==> config.mk <==
export PLATFORM = sky130hd
export DESIGN_NAME = pc_sequencer
export DESIGN_NICKNAME = d
export VERILOG_FILES = /design/src/rtl/pc_sequencer.sv
export SDC_FILE = /design/constraint.sdc
export NUM_CORES = 1
export LEC_CHECK = 0
export ABC_AREA = 1
export CORE_MARGIN = 1
export CORE_UTILIZATION = 46
export DETAILED_ROUTE_END_ITERATION = 10
export GPL_TIMING_DRIVEN = 0
export PLACE_DENSITY = 0.84
export SLEW_MARGIN = 5
export SYNTH_ARGS = -nofsm -noshare
export SYNTH_HDL_FRONTEND = slang
export SYNTH_SLANG_ARGS = --single-unit
==> constraint.sdc <==
create_clock -name clock_i -period 2.3 [get_ports clock_i]
set_input_delay 0.23 -clock clock_i [delete_from_list [all_inputs] [get_ports clock_i]]
set_output_delay 0.23 -clock clock_i [all_outputs]
set_load 0.02 [all_outputs]
==> src/rtl/pc_sequencer.sv <==
// Program-counter sequencer: fetch/exec FSM driving a PC command port.
// Optional fetch timeout fault enabled by defining PC_SEQ_TIMEOUT_EN.
module pc_sequencer #(
  parameter int unsigned TIMEOUT_CYCLES = 16
) (
  input  logic        clock_i,
  input  logic        reset_i,
  input  logic        start_i,
  input  logic        stall_i,
  input  logic        cond_flag_i,
  input  logic        instr_valid_i,
  input  logic [15:0] instr_data_i,
  input  logic [15:0] pc_value_i,
  output logic [1:0]  pc_opcode_o,
  output logic [15:0] pc_target_o,
  output logic        mem_req_o,
  output logic        busy_o,
  output logic        halted_o,
  output logic        fault_o,
  output logic [15:0] instr_count_o
);

  typedef enum logic [2:0] {
    S_IDLE,
    S_SETTLE,
    S_FETCH,
    S_EXEC,
    S_HALT,
    S_FAULT
  } state_e;

  localparam logic [1:0] OP_HOLD = 2'b00;
  localparam logic [1:0] OP_INC  = 2'b01;
  localparam logic [1:0] OP_LOAD = 2'b10;
  localparam logic [1:0] OP_CLR  = 2'b11;

  state_e      state_q, state_d;
  logic [1:0]  op_q, op_d;
  logic [15:0] tgt_q, tgt_d;
  logic        req_q, req_d;
  logic        busy_q, busy_d;
  logic        halt_q, halt_d;
  logic [15:0] cnt_q, cnt_d;
  logic [15:0] ir_q, ir_d;

`ifdef PC_SEQ_TIMEOUT_EN
  localparam int unsigned TW = $clog2(TIMEOUT_CYCLES + 1);
  logic [TW-1:0] tmo_q, tmo_d;
  logic          flt_q, flt_d;
`else
  logic unused_tmo;
  assign unused_tmo = ^TIMEOUT_CYCLES;
`endif

  // Next-state and next-output logic; PC commands default to hold
  always_comb begin
    state_d = state_q;
    op_d    = OP_HOLD;
    tgt_d   = tgt_q;
    req_d   = req_q;
    busy_d  = busy_q;
    halt_d  = halt_q;
    cnt_d   = cnt_q;
    ir_d    = ir_q;
`ifdef PC_SEQ_TIMEOUT_EN
    tmo_d   = tmo_q;
    flt_d   = flt_q;
`endif
    unique case (state_q)
      S_IDLE, S_HALT, S_FAULT: begin
        if (start_i) begin
          state_d = S_SETTLE;
          op_d    = OP_CLR;
          cnt_d   = 16'h0000;
          req_d   = 1'b0;
          busy_d  = 1'b1;
          halt_d  = 1'b0;
`ifdef PC_SEQ_TIMEOUT_EN
          flt_d   = 1'b0;
`endif
        end
      end
      S_SETTLE: begin
        state_d = S_FETCH;
        req_d   = 1'b1;
`ifdef PC_SEQ_TIMEOUT_EN
        tmo_d   = '0;
`endif
      end
      S_FETCH: begin
        if (instr_valid_i) begin
          ir_d    = instr_data_i;
          req_d   = 1'b0;
          state_d = S_EXEC;
`ifdef PC_SEQ_TIMEOUT_EN
        end else if (tmo_q == TW'(TIMEOUT_CYCLES - 1)) begin
          state_d = S_FAULT;
          req_d   = 1'b0;
          busy_d  = 1'b0;
          flt_d   = 1'b1;
        end else begin
          tmo_d   = tmo_q + TW'(1);
`endif
        end
      end
      S_EXEC: begin
        if (!stall_i) begin
          state_d = S_SETTLE;
          if (cnt_q != 16'hFFFF) cnt_d = cnt_q + 16'd1;
          unique case (ir_q[15:14])
            2'b00: op_d = OP_INC;
            2'b01: begin
              op_d  = OP_LOAD;
              tgt_d = {2'b00, ir_q[13:0]};
            end
            2'b10: begin
              if (cond_flag_i) begin
                op_d  = OP_LOAD;
                tgt_d = pc_value_i
                      + {{8{ir_q[7]}}, ir_q[7:0]};
              end else begin
                op_d  = OP_INC;
              end
            end
            default: begin
              state_d = S_HALT;
              busy_d  = 1'b0;
              halt_d  = 1'b1;
            end
          endcase
        end
      end
      default: state_d = S_IDLE;
    endcase
  end

  // State and registered outputs; reset wins over everything
  always_ff @(posedge clock_i) begin
    if (reset_i) begin
      state_q <= S_IDLE;
      op_q    <= OP_HOLD;
      tgt_q   <= 16'h0000;
      req_q   <= 1'b0;
      busy_q  <= 1'b0;
      halt_q  <= 1'b0;
      cnt_q   <= 16'h0000;
      ir_q    <= 16'h0000;
`ifdef PC_SEQ_TIMEOUT_EN
      tmo_q   <= '0;
      flt_q   <= 1'b0;
`endif
    end else begin
      state_q <= state_d;
      op_q    <= op_d;
      tgt_q   <= tgt_d;
      req_q   <= req_d;
      busy_q  <= busy_d;
      halt_q  <= halt_d;
      cnt_q   <= cnt_d;
      ir_q    <= ir_d;
`ifdef PC_SEQ_TIMEOUT_EN
      tmo_q   <= tmo_d;
      flt_q   <= flt_d;
`endif
    end
  end

  assign pc_opcode_o   = op_q;
  assign pc_target_o   = tgt_q;
  assign mem_req_o     = req_q;
  assign busy_o        = busy_q;
  assign halted_o      = halt_q;
  assign instr_count_o = cnt_q;
`ifdef PC_SEQ_TIMEOUT_EN
  assign fault_o       = flt_q;
`else
  assign fault_o       = 1'b0;
`endif

endmodule

==> flow_summary.yaml <==
routing:
  vias_per_cell: 5.17
  drc: 0
  wl_met1_mm: 4.22
  via_count: 3663
  wl_mm: 9.29
  post_drt_wl_per_cell_um: 13.1
  ant_nets: 0
  dr.max_layer_used: "met4"
  wl_met3_um: 480
  dr.first_iter.drc_count: 219
  wl_met2_mm: 4.51
  drtPass1Iterations: 5
grt:
  antenna_found_initial: 0
  grt_pass1_vias: 3294
  grt_pass1_wl_mm: 14.9
  grt_remaining_overflow: 0
  grt_max_degree: 20
  gr-usage-all-layers_pct: 23.8
floorplanning:
  die_w_um: 89.7
  row_count: 31
  initial_core_util_pct: 48.2
  die_area_um2: 8040
  design.core.area_um2: 7330
  boundaryPins: 76
  fp.dieH_um: 89.7
critical_path:
  cp_num_buf_inv: 0
  path_delay_family: "flip-flops"
  critical_path_class: "reg -> reg"
  critPathMaxStageDelay_ns: 0.63
  startpoint_type: "flop"
  crit_path_cell_trace: "ha_1 -> a21oi_1 -> nand2_1 -> a21oi_1 -> nand2_1 -> nand2_1 -> nand3_1 -> nand2_1 -> a21oi_1"
  cp.required_ns: 2.49
  cp.arrival_ns: 2.29
  cp_slowest_cell: "dfxtp_1"
  crit_top_cell: "nand2_1"
  end_kind: "flop"
  crit_fanout: 11
timing:
  relSlewSlack_pct: 56.5
  setup_viol: 0
  hold_viol_final: 0
  fin_crit_ns: 2.10
  finalCritPeriodShare_pct: 91.2
  worstMarginPinSlew_ns: 0.653
  tns_ns: 0
  maxSlewViolCount: 0
  fmax_ghz: 0.477
  fin_worst_hold_slack_ns: 0.464
  rsz0062_at_grt: "false"
  skew_ns: 0.0117
placed_design:
  place.gp.congestion: 0.889
  hpwl_mm: 7.18
  place.port_buffers: 74
  dpl.cell_count: 700
  place_area_um2: 4400
clocking:
  hold_buffers: 0
  numCtsBuffers: 5
  postCtsSetupRepairBufs: 0
  clock-sinks: 56
  cts-root-buf: "clkbuf_8"
  cts_buffer_depth: 2
  insertion_delay_ns: 0.32
  cts_max_level: 2
  path_clk_slew_ns: 0.12
  post_cts_resized: 0
  cts_tree: "done"
power_and_ir_drop:
  p_per_area_nw_per_um2: 690
  p_leak_uw: 0.00189
  total_power_uw: 3100
  ir_drop_mv: 0.422
yosys:
  ys.warnings.count: 0
  synthMuxAreaShare_pct: 0
  synth_top_family_by_area: "simple AND/OR/NAND/NOR gates"
  synth_top_area_share_pct: 31.7
  synth_top_cell_by_area: "dfxtp_1"
  synth_compound_area_share_pct: 16.6
  synth_edf_count: 0
  synth.area.top_cells: "dfxtp_1 32%, nand2_1 13%, nor2_1 8.2%"
  ys.flop_type: "dfxtp_1"
  synthArstFlopShare_pct: 0
  ys_seq_area_share_pct: 31.7
  synth_xor_area_share_pct: 3.96
  synthSimpleGateAreaFrac_pct: 31.6
  avgSynthCellArea_um2: 6.71
  postSynthCellCount: 527
  ys_seq_elements: 56
  synth-adder-area-share_pct: 7.29
  yosysUniqueCellTypes: 41
  syn_area_um2: 3530
  syn-num-nets: 585
cells_and_area:
  fin_cells: 708
  area_growth_pct: 27.2
  n_antenna_cell: 0
  final_cell_area_um2: 4490
  fillerInstances: 686
  layout.nets: 666
  final_layout_size_suffix_gt1_share_pct: 7.55
job:
  cap_violations: 0
status:
  status: "complete, no violations"
hold_path:
  hold_path_class: "reg -> reg"
[registers in the layout, summed over array words and instances (netlist names)]
register and cells:
busy_o 1, halted_o 1, instr_count_o 16, ir_q 16
mem_req_o 1, pc_opcode_o 2, pc_target_o 16, state_q 3
[worst paths after layout]
path | startpoint | endpoint | slack (ns) | cells past startpoint
worst min-delay path | ir_q[13] | ir_q[13] | 0.46 | 2
worst min register to register | ir_q[13] | ir_q[13] | 0.46 | 2
worst max register to register | ir_q[7] | pc_target_o[13] | 0.20 | 9
worst max-delay path | ir_q[7] | pc_target_o[13] | 0.20 | 9
[worst reg2reg max path: cells and delay by family, from the launching register on]
family	cells	cell delay [ns]
flip-flops	1	0.63
AO/OA/AOI/OAI	3	0.55
AND/OR/NAND/NOR	5	0.43
adder cells (fa/ha/maj)	1	0.38
[layer usage]
metal  vias to the layer above  track usage [%]
met2                       107             41.3
met3                         8             3.29
met5                         -                0
li1                       1862                -
met1                      1686             31.5
met4                         0             4.91
[synth_stat cells (2+ instances only)]
cell        n
nor2_2      2
dfxtp_1    56
nand2_1   122
a31oi_1     3
ha_1       19
nor3_1      5
nor2_4      3
a21oi_1    52
nand2_2     5
inv_1      51
inv_4       2
buf_2       4
o21ai_0    35
nand3_1    27
nor2_1     77
xnor2_1     5
inv_2       3
clkbuf_1    8
a21oi_2     9
xor2_1     11
nand3b_1    2
nand4_1     4
o21bai_1    3
nand2_4     2
[cell families (layout without fill, tap and decap cells)]
group	after synthesis	after routing
xor gates and xnor gates	16	16
and+or+nand+nor	255	255
other	1	1
AOI/OAI and AO/OA	106	106
buffers and inverters	73	155
adders and majority gates	20	20
DFF	56	56
[report_power, final]
| group | internal (uW) | total [uW] | switching, uW |
|---|---|---|---|
| Sequential | 1070 | 1160 | 88.5 |
| Combinational | 506 | 1360 | 852 |
| Clock | 226 | 584 | 359 |
| Total | 1800 | 3100 | 1300 |
[metrics by stage]
| step | setup slack (ns) | util [%] |
|---|---|---|
| 6_report | 0.203 | 61.3 |
| 2_1_floorplan | 0.593 | - |
| 4_1_cts | 0.288 | 61.3 |
| 5_1_grt | 0.111 | 61.3 |
| 3_5_place_dp | 0.136 | 60.0 |
| 3_3_place_gp | 0.159 | 60.0 |
[cell usage in the layout (no fill, tap or decap), types with 2 or more instances in the layout]
master and instances:
clkbuf_8 5, a21oi_2 9, nor2_4 3, inv_1 51
ha_1 19, inv_6 2, a31oi_1 3, a21oi_1 52
nand3b_1 2, nand2_1 122, nor2_1 77, clkdlybuf4s50_1 74
nand3_1 27, nand2_2 5, clkbuf_1 8, nor2_2 2
nand4_1 4, dfxtp_1 56, nand2_4 2, buf_2 4
inv_4 2, o21ai_0 35, nor3_1 5, inv_2 3
o21bai_1 3, xor2_1 11, xnor2_1 5
[cell type report]
cell class / instances / area, um2 / area share, %
Tap cell: 99 / 124 / 2.76
Clock buffer: 5 / 68.8 / 1.53
Timing Repair Buffer: 74 / 741 / 16.5
Sequential cell: 56 / 1120 / 24.9
Buffer: 16 / 87.6 / 1.95
Clock inverter: 3 / 26.3 / 0.585
Inverter: 57 / 220 / 4.90
Multi-Input combinational cell: 398 / 2110 / 46.9
(Power assumes the default switching activity.)
